File: config.mk
export PLATFORM = sky130hd
export DESIGN_NAME = tis_fetch_sequencer_flat
export DESIGN_NICKNAME = d
export VERILOG_FILES = /design/src/rtl/tis_fetch_sequencer_if.sv /design/src/rtl/tis_fetch_sequencer.sv /design/src/flat_wrapper.sv
export SDC_FILE = /design/constraint.sdc
export NUM_CORES = 1
export LEC_CHECK = 0
export ABC_AREA = 1
export CORE_ASPECT_RATIO = 0.75
export CORE_MARGIN = 8
export CORE_UTILIZATION = 42
export CTS_CLUSTER_SIZE = 14
export DETAILED_ROUTE_END_ITERATION = 8
export GPL_TIMING_DRIVEN = 1
export PLACE_DENSITY = 0.77
export SLEW_MARGIN = 0
export SYNTH_ARGS = -nofsm -noshare
export SYNTH_HDL_FRONTEND = slang
export SYNTH_SLANG_ARGS = --single-unit
File: constraint.sdc
create_clock -name clk -period 1.9 [get_ports clk]
set_input_delay 0.38 -clock clk [delete_from_list [all_inputs] [get_ports clk]]
set_output_delay 0.38 -clock clk [all_outputs]
set_load 0.02 [all_outputs]
File: src/rtl/tis_fetch_sequencer_if.sv
// Fetch/execute bus of one TIS-100 node: the instruction ROM port, the
// execute-stage handshake and the debug PC.
// Optional macro TIS_FETCH_PERF_EN adds the retire/stall performance counters.
interface tis_fetch_sequencer_if #(
   parameter int ADDR_W  = 8,
   parameter int INSTR_W = 18
);
   logic [ADDR_W-1:0]  rom_addr;
   logic [INSTR_W-1:0] rom_data;
   logic [INSTR_W-1:0] instr;
   logic               instr_valid;
   logic               stall;
   logic               jmp_req;
   logic               jmp_rel;
   logic [ADDR_W-1:0]  jmp_target;
   logic               retire;
   logic [ADDR_W-1:0]  pc;
`ifdef TIS_FETCH_PERF_EN
   logic [15:0]        retire_count;
   logic [15:0]        stall_count;
`endif

   modport master (
      output rom_addr, instr, instr_valid, retire, pc,
`ifdef TIS_FETCH_PERF_EN
      output retire_count, stall_count,
`endif
      input  rom_data, stall, jmp_req, jmp_rel, jmp_target
   );

   modport slave (
      input  rom_addr, instr, instr_valid, retire, pc,
`ifdef TIS_FETCH_PERF_EN
      input  retire_count, stall_count,
`endif
      output rom_data, stall, jmp_req, jmp_rel, jmp_target
   );
endinterface

File: src/rtl/tis_fetch_sequencer.sv
// Program sequencer for one TIS-100 node: owns the PC, addresses the
// instruction ROM, latches the fetched word for execute and retires it,
// applying sequential wrap, absolute jumps and clamped relative jumps.
// Optional macro TIS_FETCH_PERF_EN adds saturating retire/stall counters.
//
// state | meaning
// IDLE  | out of reset, waiting one edge before the first fetch
// FETCH | rom_addr = pc, word captured into instr at the edge
// EXEC  | instr valid; held while stalled, retires when stall=0
module tis_fetch_sequencer #(
   parameter int ADDR_W   = 8,
   parameter int INSTR_W  = 18,
   parameter int PROG_LEN = 26
) (
   input  logic                   clk,
   input  logic                   reset,
   tis_fetch_sequencer_if.master  bus
);
   typedef enum logic [1:0] {IDLE, FETCH, EXEC} state_t;

   localparam logic [ADDR_W-1:0]        LAST_A = ADDR_W'(PROG_LEN - 1);
   localparam logic [ADDR_W:0]          LEN_X  = (ADDR_W + 1)'(PROG_LEN);
   localparam logic signed [ADDR_W+1:0] LAST_S = (ADDR_W + 2)'(PROG_LEN - 1);

   state_t                   state;
   logic [ADDR_W-1:0]        pc_q;
   logic [INSTR_W-1:0]       instr_q;
   logic                     valid_q;
   logic                     retire_c;
   logic [ADDR_W-1:0]        next_pc;
   logic signed [ADDR_W+1:0] rel_sum;

   // Retirement is the unstalled EXEC cycle; it must not wait a clock.
   assign retire_c = (state == EXEC) && !bus.stall;

   // Relative target at two extra bits so both underflow and overflow are visible.
   assign rel_sum = $signed({2'b00, pc_q}) +
                    $signed({{2{bus.jmp_target[ADDR_W-1]}}, bus.jmp_target});

   // Next PC selection; targets outside the program are folded back into it.
   always_comb begin
      next_pc = '0;
      if (!bus.jmp_req) begin
         next_pc = (pc_q == LAST_A) ? '0 : pc_q + 1'b1;
      end else if (!bus.jmp_rel) begin
         next_pc = ({1'b0, bus.jmp_target} < LEN_X) ? bus.jmp_target : '0;
      end else if (rel_sum < 0) begin
         next_pc = '0;
      end else if (rel_sum > LAST_S) begin
         next_pc = LAST_A;
      end else begin
         next_pc = rel_sum[ADDR_W-1:0];
      end
   end

   // Fetch/execute FSM; pc only moves on retirement so rom_addr is stable in EXEC.
   always_ff @(posedge clk or posedge reset) begin
      if (reset) begin
         state   <= IDLE;
         pc_q    <= '0;
         instr_q <= '0;
         valid_q <= 1'b0;
      end else begin
         case (state)
            IDLE: state <= FETCH;
            FETCH: begin
               instr_q <= bus.rom_data;
               valid_q <= 1'b1;
               state   <= EXEC;
            end
            EXEC: begin
               if (!bus.stall) begin
                  pc_q    <= next_pc;
                  valid_q <= 1'b0;
                  state   <= FETCH;
               end
            end
            default: begin
               valid_q <= 1'b0;
               state   <= IDLE;
            end
         endcase
      end
   end

   assign bus.rom_addr    = pc_q;
   assign bus.pc          = pc_q;
   assign bus.instr       = instr_q;
   assign bus.instr_valid = valid_q;
   assign bus.retire      = retire_c;

`ifdef TIS_FETCH_PERF_EN
   logic [15:0] retire_cnt_q;
   logic [15:0] stall_cnt_q;

   // Saturating counters of retirements and stalled EXEC cycles.
   always_ff @(posedge clk or posedge reset) begin
      if (reset) begin
         retire_cnt_q <= '0;
         stall_cnt_q  <= '0;
      end else begin
         if (retire_c && retire_cnt_q != 16'hFFFF)
            retire_cnt_q <= retire_cnt_q + 16'd1;
         if (state == EXEC && bus.stall && stall_cnt_q != 16'hFFFF)
            stall_cnt_q <= stall_cnt_q + 16'd1;
      end
   end

   assign bus.retire_count = retire_cnt_q;
   assign bus.stall_count  = stall_cnt_q;
`endif
endmodule

File: src/flat_wrapper.sv
// flat-port wrapper written by rule: the top's interface ports become plain ports
module tis_fetch_sequencer_flat 
#(
   parameter int ADDR_W   = 8,
   parameter int INSTR_W  = 18,
   parameter int PROG_LEN = 26
)
  (clk, reset, bus_rom_addr, bus_instr, bus_instr_valid, bus_retire, bus_pc, bus_rom_data, bus_stall, bus_jmp_req, bus_jmp_rel, bus_jmp_target);
  tis_fetch_sequencer_if #(.ADDR_W(ADDR_W), .INSTR_W(INSTR_W)) bus_i ();
  input  logic clk;
  input  logic reset;
  output wire logic [$bits(bus_i.rom_addr)-1:0] bus_rom_addr;
  output wire logic [$bits(bus_i.instr)-1:0] bus_instr;
  output wire logic [$bits(bus_i.instr_valid)-1:0] bus_instr_valid;
  output wire logic [$bits(bus_i.retire)-1:0] bus_retire;
  output wire logic [$bits(bus_i.pc)-1:0] bus_pc;
  input wire logic [$bits(bus_i.rom_data)-1:0] bus_rom_data;
  input wire logic [$bits(bus_i.stall)-1:0] bus_stall;
  input wire logic [$bits(bus_i.jmp_req)-1:0] bus_jmp_req;
  input wire logic [$bits(bus_i.jmp_rel)-1:0] bus_jmp_rel;
  input wire logic [$bits(bus_i.jmp_target)-1:0] bus_jmp_target;
  assign bus_rom_addr = bus_i.rom_addr;
  assign bus_instr = bus_i.instr;
  assign bus_instr_valid = bus_i.instr_valid;
  assign bus_retire = bus_i.retire;
  assign bus_pc = bus_i.pc;
  assign bus_i.rom_data = bus_rom_data;
  assign bus_i.stall = bus_stall;
  assign bus_i.jmp_req = bus_jmp_req;
  assign bus_i.jmp_rel = bus_jmp_rel;
  assign bus_i.jmp_target = bus_jmp_target;
  tis_fetch_sequencer #(.ADDR_W(ADDR_W), .INSTR_W(INSTR_W), .PROG_LEN(PROG_LEN)) u_core (.clk(clk), .reset(reset), .bus(bus_i));
endmodule
==> results.tsv <==
metric	value	unit
Post-Synthesis Cell Area	2030	µm²
Yosys reg bits	29	
synth unique cells	32	
crit path launch type	flip-flop	
Initial DRT Pass Iterations	6	
leading cell type in the layout, fill and taps excluded	clkdlybuf4s50_1	
Area Overhead vs Synth	60.1	%
Root Driver	clkbuf_8	
Final Max Slew Viols	0	
CORE AREA	4760	µm²
max cap viols	0	
WP buf/inv	1	
Hold Crit Class	input port to async pin	
status	finished, violations left	
Worst path slowest cell	dfrtp_2	
Synth top area share	0.357	
DR vias/cell	5.08	
Largest delay share family, worst path	simple AND/OR/NAND/NOR gates	
CTS tree	yes	
largest net degree at the start of global routing	30	
CP Cell Sequence	ha_4, fa_2, xnor2_2, inv_1, nor2_1, nor2_1, nand2_1, nand3_2, nand2_4, nand3_2, nand2_2, a21oi_2	
1st-iter DRT viols	158	
slowest cell delay on critical path	0.44	ns
hold_buf cts	0	
antenna violations before repair	0	
Worst-path clk slew	0.07	ns
post-DP HPWL	4.65	mm
via count	2079	
max frequency	0.499	GHz
DRT Wirelength	6.16	mm
die area	7340	µm²
Crit. End Element	flip-flop	
leak pwr	1.55	nW
Die Y	76.2	µm
clock tree buffer depth	2	
CP Data Arrival Time	2.17	ns
final setup vio count	5	
Mapped Cells	249	
GR Util All Layers	0.165	
final worst slack	-0.104	ns
gr ovfl total	0	
H-tree depth	2	
RSZ-0062 raised after global routing	yes	
Chip Width	96.3	µm
Yosys top cell by area	dfrtp_1	
Final period util	1.05	
Post-Layout Cell Count	409	
clock skew	0.00711	ns
Placed Cells	397	
worst-skew pair later-pin latency	0.28	ns
Placer Congestion	0.882	
Max rail drop VDD	0.00108	V
clock net sink count	29	
pwr/cell area	1770	nW/µm²
fraction of layout cells with a size suffix above 1	0.324	
Synth Net Count	292	
Period minus WS final	2.00	ns
Final Hold Viols	0	
Antenna Nets Post-Route	0	
first-pass GRT wire length	9.74	mm
Data required, critical path	2.06	ns
Area contributors post-synth	dfrtp_1, mux2_2, nand2_1	
Seq/Total Area, Yosys	0.357	
I/O Pins	67	
Slew @ Worst Pin	0.363	ns
Rel. slew slack	0.758	
most frequent cells in the layout	clkdlybuf4s50_1, nand2_1, buf_4, inv_1, dfrtp_1	
Avg WL per Cell	15.1	µm
DRC	0	
Starting Density	0.426	
num rows	22	
CP Max Fanout	5	
syn avg cell area	8.16	µm²
number of I/O port buffers	66	
NumNets Final	391	
CTS Buf Count	5	
Setup CP Type	flip-flop to flip-flop	
Syn. warnings	0	
via count of the first global-routing pass	2057	
failing checks	negative setup slack	
Antenna Cells	0	
Setup TNS	-0.361	ns
-- synthesized netlist by cell type --
cell	n
nor2_4	3
o21ai_0	6
fa_1	1
a21boi_2	1
nand3_1	18
nor4_1	1
buf_4	8
nand2_2	7
nor2_1	11
dfrtp_1	29
a21boi_1	1
a211oi_1	2
nand2_4	1
nand3b_1	1
inv_2	3
o21ai_1	1
nor2_2	4
or2_2	1
a31oi_1	2
nand4_1	5
mux2_2	18
buf_2	3
nand2_1	54
a21oi_2	3
xnor2_1	1
ha_1	11
or2_1	1
a21oi_1	7
inv_1	35
nor3_1	5
nand3_2	3
o211ai_1	2
-- worst reg2reg max path, stage by stage (launching register included) --
cell and delay, ns:
dfrtp_2 0.44, ha_4 0.17, fa_2 0.38, xnor2_2 0.14, inv_1 0.07, nor2_1 0.11
nor2_1 0.07, nand2_1 0.08, nand3_2 0.08, nand2_4 0.10, nand3_2 0.09, nand2_2 0.10
a21oi_2 0.05
-- power by group --
group	switching, mW	leakage (nW)	internal, mW
clock	0.239	0.0574	0.426
combinational	2.02	1.15	1.92
sequential	0.222	0.342	0.933
-- cell type report --
cell class / count / area, µm²
Fill cell: 363 / 1510
Tap cell: 60 / 75.1
Sequential cell: 29 / 727
Timing Repair Buffer: 103 / 951
Inverter: 38 / 143
Multi-Input combinational cell: 171 / 1230
Clock inverter: 2 / 37.5
Clock buffer: 6 / 82.6
-- metal layers --
metal  up-vias  GRT usage  share of wire  routed length (µm)
li1       1003          -              -                   -
met1       969      0.222           0.43                2660
met2        96      0.259           0.48                2950
met3        11     0.0443          0.081                 502
met4         0     0.0317         0.0078                  48
met5         -          0              0                   0
-- worst paths after layout --
path / startpoint / end / slack, ns / cells past startpoint
max: u_core.bus.pc[0] / u_core.bus.pc[3] / -0.10 / 12
min reg2reg: u_core.state[0] / u_core.state[0] / 0.49 / 1
max reg2reg: u_core.bus.pc[0] / u_core.bus.pc[3] / -0.10 / 12
min in group clk: u_core.state[0] / u_core.state[0] / 0.49 / 1
max in group asynchronous: reset / u_core.bus.pc[0] / 1.15 / 3
min: reset / u_core.state[0] / 0.47 / 3
-- cells by family after synthesis --
| logic type | share of synthesized area |
|---|---|
| xor gates and xnor gates | 0.00431 |
| buffers and inverters | 0.107 |
| and+or+nand+nor | 0.276 |
| adders and majority gates | 0.0776 |
| AOI/OAI and AO/OA | 0.0776 |
| DFF | 0.357 |
| muxes | 0.0998 |
-- flip-flops by register name, indices dropped and copies added, names as in the netlist --
register                cells
u_core.bus.instr           18
u_core.bus.pc               8
u_core.state                2
u_core.bus.instr_valid      1
-- repair_timing --
item                                    4_1_cts  5_1_grt
gates cloned                                  0        0
setup buffers                                 3        1
endpoints found under the setup margin        6        8
resized for setup                            17       16
pin swaps                                     9        7
-- per-stage QoR --
step | util | total power, mW | hold slack, ns | area (µm²) | worst slack [ns]
floorplan | - | 3.23 | 0.443 | 2050 | 0.0171
global placement | 0.623 | 4.62 | 0.456 | 2970 | -0.520
detailed placement | 0.623 | 4.71 | 0.475 | 2970 | -0.513
CTS | 0.671 | 5.62 | 0.480 | 3190 | -0.100
global route | 0.683 | 6.15 | 0.512 | 3250 | -0.207
finish | 0.683 | 5.77 | 0.471 | 3250 | -0.104
Note: power is estimated with default switching activity, not from simulation.
